**src/rtl/eeg_soc_streamer_pkg.sv**
```systemverilog
// Shared types for the EEG sample streamer: ADC sample word and FSM state encodings.
package eeg_soc_streamer_pkg;

  typedef logic [15:0] AdcData_t;

  typedef logic [2:0] eeg_state_t;
  localparam eeg_state_t IDLE      = 3'd0;
  localparam eeg_state_t START     = 3'd1;
  localparam eeg_state_t STREAM    = 3'd2;
  localparam eeg_state_t EPOCH_END = 3'd3;
  localparam eeg_state_t WAIT_INF  = 3'd4;

endpackage

```
**src/rtl/eeg_sample_fifo.sv**
```systemverilog
// Sample buffer between the ADC and the CiM stream: DEPTH-entry FIFO, fall-through read data.
// Latency: written data is readable the cycle after the push edge. Backpressure: push ignored when full.
module eeg_sample_fifo
  import eeg_soc_streamer_pkg::*;
#(
  parameter int DEPTH = 8
) (
  input  logic                     clk,
  input  logic                     rst,
  input  logic                     push,
  input  AdcData_t                 push_dat,
  input  logic                     pop,
  output AdcData_t                 pop_dat,
  output logic                     full,
  output logic                     empty,
  output logic [$clog2(DEPTH):0]   level
);

  localparam int PTR_W = $clog2(DEPTH);

  AdcData_t         mem [DEPTH];
  logic [PTR_W:0]   wr_ptr;
  logic [PTR_W:0]   rd_ptr;
  logic             push_ok;
  logic             pop_ok;

  assign push_ok = push && !full;
  assign pop_ok  = pop && !empty;

  always_ff @(posedge clk) begin
    if (rst) begin
      wr_ptr <= '0;
      rd_ptr <= '0;
    end else begin
      if (push_ok) wr_ptr <= wr_ptr + 1'b1;
      if (pop_ok)  rd_ptr <= rd_ptr + 1'b1;
    end
  end

  always_ff @(posedge clk) begin
    if (push_ok) mem[wr_ptr[PTR_W-1:0]] <= push_dat;
  end

  assign pop_dat = mem[rd_ptr[PTR_W-1:0]];
  // Pointers carry one extra wrap bit, so the difference spans 0..DEPTH.
  assign level   = wr_ptr - rd_ptr;
  assign full    = level[PTR_W];
  assign empty   = (wr_ptr == rd_ptr);

endmodule

```
**src/rtl/eeg_soc_streamer.sv**
```systemverilog
// Streams buffered ADC samples to the CiM in epochs of SAMPLES_PER_EPOCH, then waits for inference.
// Latency: a pushed sample reaches soc_ctrl_eeg two edges later at best. Backpressure: adc_ready = !fifo_full (registered).
// Optional inference watchdog is built when EEG_STREAMER_TIMEOUT_EN is defined.
module eeg_soc_streamer
  import eeg_soc_streamer_pkg::*;
#(
  parameter int SAMPLES_PER_EPOCH = 3000,
  parameter int FIFO_DEPTH        = 8,
  parameter int SAMPLE_GAP        = 1
`ifdef EEG_STREAMER_TIMEOUT_EN
  , parameter int INF_TIMEOUT     = 65535
`endif
) (
  input  logic     clk,
  input  logic     rst,
  input  logic     run,
  input  logic     adc_valid,
  input  AdcData_t adc_data,
  output logic     adc_ready,
  output logic     soc_ctrl_rst_n,
  output logic     soc_ctrl_start_eeg_load,
  output logic     soc_ctrl_new_eeg_data,
  output AdcData_t soc_ctrl_eeg,
  output logic     soc_ctrl_new_sleep_epoch,
  input  logic     soc_ctrl_inference_complete,
  output logic     epoch_done,
  output logic     timeout_err
);

  localparam int CNT_W = $clog2(SAMPLES_PER_EPOCH + 1);
  localparam int GAP_W = (SAMPLE_GAP > 1) ? $clog2(SAMPLE_GAP) : 1;
  localparam int LVL_W = $clog2(FIFO_DEPTH) + 1;

  eeg_state_t       state;
  logic [CNT_W-1:0] sample_cnt;
  logic [GAP_W-1:0] gap_cnt;
  logic             fifo_push;
  logic             fifo_pop;
  logic             last_pop;
  AdcData_t         fifo_dat;
  logic             fifo_full;
  logic             fifo_empty;
  logic [LVL_W-1:0] fifo_level;
  logic [LVL_W-1:0] level_next;
  logic             wd_expire;

  assign fifo_push  = adc_valid && adc_ready && !fifo_full;
  assign fifo_pop   = (state == STREAM) && !fifo_empty && (gap_cnt == '0);
  assign last_pop   = fifo_pop && (sample_cnt == CNT_W'(SAMPLES_PER_EPOCH - 1));
  assign level_next = fifo_level + LVL_W'(fifo_push) - LVL_W'(fifo_pop);

  assign soc_ctrl_start_eeg_load = (state == START);

  eeg_sample_fifo #(.DEPTH(FIFO_DEPTH)) u_fifo (
    .clk      (clk),
    .rst      (rst),
    .push     (fifo_push),
    .push_dat (adc_data),
    .pop      (fifo_pop),
    .pop_dat  (fifo_dat),
    .full     (fifo_full),
    .empty    (fifo_empty),
    .level    (fifo_level)
  );

  // Ready looks one cycle ahead at occupancy so it never admits a push into a full buffer.
  always_ff @(posedge clk) begin
    if (rst) begin
      adc_ready      <= 1'b0;
      soc_ctrl_rst_n <= 1'b0;
    end else begin
      adc_ready      <= (level_next != LVL_W'(FIFO_DEPTH));
      soc_ctrl_rst_n <= 1'b1;
    end
  end

`ifdef EEG_STREAMER_TIMEOUT_EN
  localparam int WD_W = $clog2(INF_TIMEOUT + 1);
  logic [WD_W-1:0] wd_cnt;

  assign wd_expire = (state == WAIT_INF) && !soc_ctrl_inference_complete &&
                     (wd_cnt == WD_W'(INF_TIMEOUT - 1));

  always_ff @(posedge clk) begin
    if (rst || state != WAIT_INF) wd_cnt <= '0;
    else                          wd_cnt <= wd_cnt + 1'b1;
  end

  always_ff @(posedge clk) begin
    if (rst) timeout_err <= 1'b0;
    else     timeout_err <= timeout_err || wd_expire;
  end
`else
  assign wd_expire   = 1'b0;
  assign timeout_err = 1'b0;
`endif

  always_ff @(posedge clk) begin
    if (rst) begin
      state                    <= IDLE;
      sample_cnt               <= '0;
      gap_cnt                  <= '0;
      soc_ctrl_eeg             <= '0;
      soc_ctrl_new_eeg_data    <= 1'b0;
      soc_ctrl_new_sleep_epoch <= 1'b0;
      epoch_done               <= 1'b0;
    end else begin
      soc_ctrl_new_eeg_data    <= fifo_pop;
      soc_ctrl_new_sleep_epoch <= (state == EPOCH_END);
      epoch_done               <= 1'b0;
      if (fifo_pop) begin
        soc_ctrl_eeg <= fifo_dat;
        sample_cnt   <= sample_cnt + 1'b1;
        gap_cnt      <= GAP_W'(SAMPLE_GAP - 1);
      end else if (gap_cnt != '0) begin
        gap_cnt <= gap_cnt - 1'b1;
      end
      case (state)
        IDLE:      if (run) state <= START;
        START: begin
          sample_cnt <= '0;
          gap_cnt    <= '0;
          state      <= STREAM;
        end
        STREAM:    if (last_pop) state <= EPOCH_END;
        EPOCH_END: state <= WAIT_INF;
        WAIT_INF: begin
          if (soc_ctrl_inference_complete) begin
            epoch_done <= 1'b1;
            state      <= IDLE;
          end else if (wd_expire) begin
            state <= IDLE;
          end
        end
        default:   state <= IDLE;
      endcase
    end
  end

endmodule

```
**config.mk**
```make
export PLATFORM = sky130hd
export DESIGN_NAME = eeg_soc_streamer
export DESIGN_NICKNAME = d
export VERILOG_FILES = /design/src/rtl/eeg_soc_streamer_pkg.sv /design/src/rtl/eeg_sample_fifo.sv /design/src/rtl/eeg_soc_streamer.sv
export SDC_FILE = /design/constraint.sdc
export NUM_CORES = 1
export LEC_CHECK = 0
export CAP_MARGIN = 40
export CORE_ASPECT_RATIO = 0.6
export CORE_MARGIN = 2
export CORE_UTILIZATION = 50
export CTS_CLUSTER_DIAMETER = 200
export DETAILED_ROUTE_END_ITERATION = 12
export HOLD_SLACK_MARGIN = 0.15
export PLACE_DENSITY = 0.69
export SETUP_SLACK_MARGIN = 0.2
export SLEW_MARGIN = 10
export SYNTH_ARGS = -nofsm -noshare
export SYNTH_HDL_FRONTEND = slang
export SYNTH_HIERARCHICAL = 1
export SYNTH_SLANG_ARGS = --single-unit
```
**constraint.sdc**
```tcl
create_clock -name clk -period 11.18 [get_ports clk]
set_clock_uncertainty 0.1 [all_clocks]
set_input_delay 2.236 -clock clk [delete_from_list [all_inputs] [get_ports clk]]
set_output_delay 2.236 -clock clk [all_outputs]
set_load 0.01 [all_outputs]
```
==> summary.md <==
| Metric | Value |
|---|---|
| Status | finished clean |
| Initial antenna violation count | 0 |
| Slew of the pin with the lowest slew margin | 0.683 ns |
| Slew Limit Fails | 0 |
| First-pass GRT wire length | 22.2 mm |
| Library cells used by synthesis | 48 |
| Clk buf depth | 2 |
| Post-layout min period | 4.24 ns |
| Leakage Power | 2.83 nW |
| Fillcell total | 1034 |
| Largest net degree at the start of global routing | 38 |
| Starting density of the core | around half |
| Design Area, Final | 8450 um2 |
| Final Hold Fails | 0 |
| Fmax | 236 MHz |
| CTS tree | built |
| Num Clock Sinks | 176 |
| Max cap viols | 0 |
| Pwr per Cell Area | 163 nW/um2 |
| Post-route setup TNS | 0 ns |
| Vias | 3835 |
| Die area | 15400 um2 |
| Multi-input gate area | 2250 um2 |
| Ys flop type | edfxtp_1 |
| Core ar. | between 10000 and 15000 um2 |
| Vias per inst | 5.47 |
| Resize count post-CTS | 0 |
| Die width | 159 um |
| Cell Area, Placed | 7870 um2 |
| Setup bufs post-CTS | 0 |
| Cells after DPL | 669 |
| Post-synthesis async set-or-reset flop share | 0% |
| Post-Syn Area | 7200 um2 |
| Net count, final | 529 |
| Mean Syn Cell Area | 16.3 um2 |
| Initial detailed-routing violation count | ~280 |
| N_diodes | 0 |
| Total wire length | 13.6 mm |
| DRC viols | 0 |
| Worst Path Required | 11.37 ns |
| WL/cell | 19.4 um |
| Row count | 33 |
| Vias in the first global route | 3973 |
| Crit path DAT | between 4 and 5 ns |
| Clk Latency, worst-skew pair | 0.42 ns |
| Max VDD drop | 0.106 mV |
| Largest fanout on the critical path | 22 |
| Most common cell after layout, fill and taps aside | edfxtp_1 |
| Pwr Total | 1.37 mW |
| Global route overflow | 0 |
| Endpoint class of the critical path | flip-flop |
| DRT antenna net count | 0 |
| Clock root buffer | clkbuf_16 |
| H-Tree Depth | 4 |
| Flops & latches, synth | 176 |
| Worst rel slew slack | 54.3% |
| Reg area | 4800 um2 |
| Drt pass-1 iters | 4 |
| Final worst path period share | 37.9% |
| GP Congestion | 0.748 |
| Inserted Clock Buffers | 17 |
| Share of layout cells above drive strength 1 | 15.7% |
| Area Growth Syn to Fin | 17.4% |
| Setup Crit Path Kind | flip-flop to flip-flop |
| Total track usage | 19.3% |
| Ports | 44 |
| Leading cell types in the layout, fill and taps excluded | edfxtp_1, dfxtp_1, nand2_1 |
| RSZ-0062 raised after global routing | false |
| Final cell count without fillers | 701 |
| Setup slack after layout | 6.94 ns |
| Synth Warn # | 6 |
| Clk slew on worst S/H paths | 0.07 ns |
| Final Util | between 60 and 70% |
| Hold slack | around 0.36 ns |
| Hold_buf cts | 0 |
| Sequential-to-total area share from yosys stat | 66.7% |
| Finish-stage setup viols | 0 |
| Die extent in y | 97.0 um |
| Post-Syn Instances | 443 |
| Critical Path Source Type | flip-flop |
| FF-to-FF setup slack | around 6.9 ns |
| Hold Crit Class | flip-flop to flip-flop |
| Post-synth EDFFs | 128 |
| Buffers on Ports | 42 |
| Detailed Place HPWL | roughly 8.5 mm |
| Pre-CTS setup slack | 6.78 ns |
[final cells by class]
type | count | area share [%]
sequential | 176 | 56.9
multi-input combinational | 232 | 26.6
timing repair buffer | 54 | 6.13
clock buffer | 22 | 5.37
tap | 192 | 2.84
clock inverter | 10 | 1.51
inverter | 15 | 0.666
[path summary, 6_finish.rpt]
check                   start               end  cells past startpoint
max reg2reg  u_fifo/wr_ptr[0]         adc_ready                     15
min reg2reg  soc_ctrl_eeg[12]  soc_ctrl_eeg[12]                      2
min          soc_ctrl_eeg[12]  soc_ctrl_eeg[12]                      2
max          u_fifo/wr_ptr[0]         adc_ready                     15
[worst max-delay path: stages (launching register included)]
cell,delay (ns)
dfxtp_1,0.54
inv_1,0.21
ha_1,0.36
nand3_1,0.17
nor2_1,0.40
nor2_1,0.13
nand2_2,0.42
inv_2,0.36
ha_1,0.38
inv_1,0.05
ha_1,0.15
inv_1,0.06
fa_1,0.37
xnor2_1,0.13
nor3b_1,0.17
a21oi_1,0.08
[Yosys cell counts (6+ instances only)]
master    number  share of area, %
xnor2_1        8              0.97
mux4_1        28                10
edfxtp_1     128                53
dfxtp_1       48                13
mux2_2        18               2.8
xor2_1        10               1.2
ha_1          10               1.7
nor4_1         7              0.61
inv_1         14              0.73
nor2_1        23               1.2
nand2_1       43               2.2
buf_6          6              0.94
clkbuf_1       6              0.31
nand4_1        6              0.52
a21oi_1       24               1.7
[layer usage]
layer	GRT usage, %	up-vias	wire length [um]
met3	4.33	6	622
met1	27.8	1937	6500
li1	-	1801	-
met2	29.1	91	6370
met5	0	-	0
met4	7.27	0	120
[flip-flops by register name, summed over array words and instances (netlist names), named ones only]
register / flops
sample_cnt: 12
soc_ctrl_eeg: 16
soc_ctrl_new_eeg_data: 1
state: 3
epoch_done: 1
u_fifo/mem: 128
u_fifo/wr_ptr: 4
soc_ctrl_rst_n: 1
u_fifo/rd_ptr: 4
gap_cnt: 1
soc_ctrl_new_sleep_epoch: 1
adc_ready: 1
[power by group]
part | internal (mW) | total [mW] | switching (mW)
registers | 0.713 | 0.721 | 0.00847
clock network | 0.339 | 0.582 | 0.243
logic | 0.0322 | 0.0713 | 0.0391
[logic make-up after synthesis]
kind of cell | after synthesis | synth area share (%)
flops | 176 | 66.7
simple gates | 112 | 8.29
mux | 52 | 14.6
buf+inv | 36 | 2.69
compound gates | 34 | 2.59
xor+xnor | 20 | 2.80
fa+ha+maj | 12 | 2.29
other cells | 1 | 0.0521
Note: power is estimated with default switching activity, not from simulation.
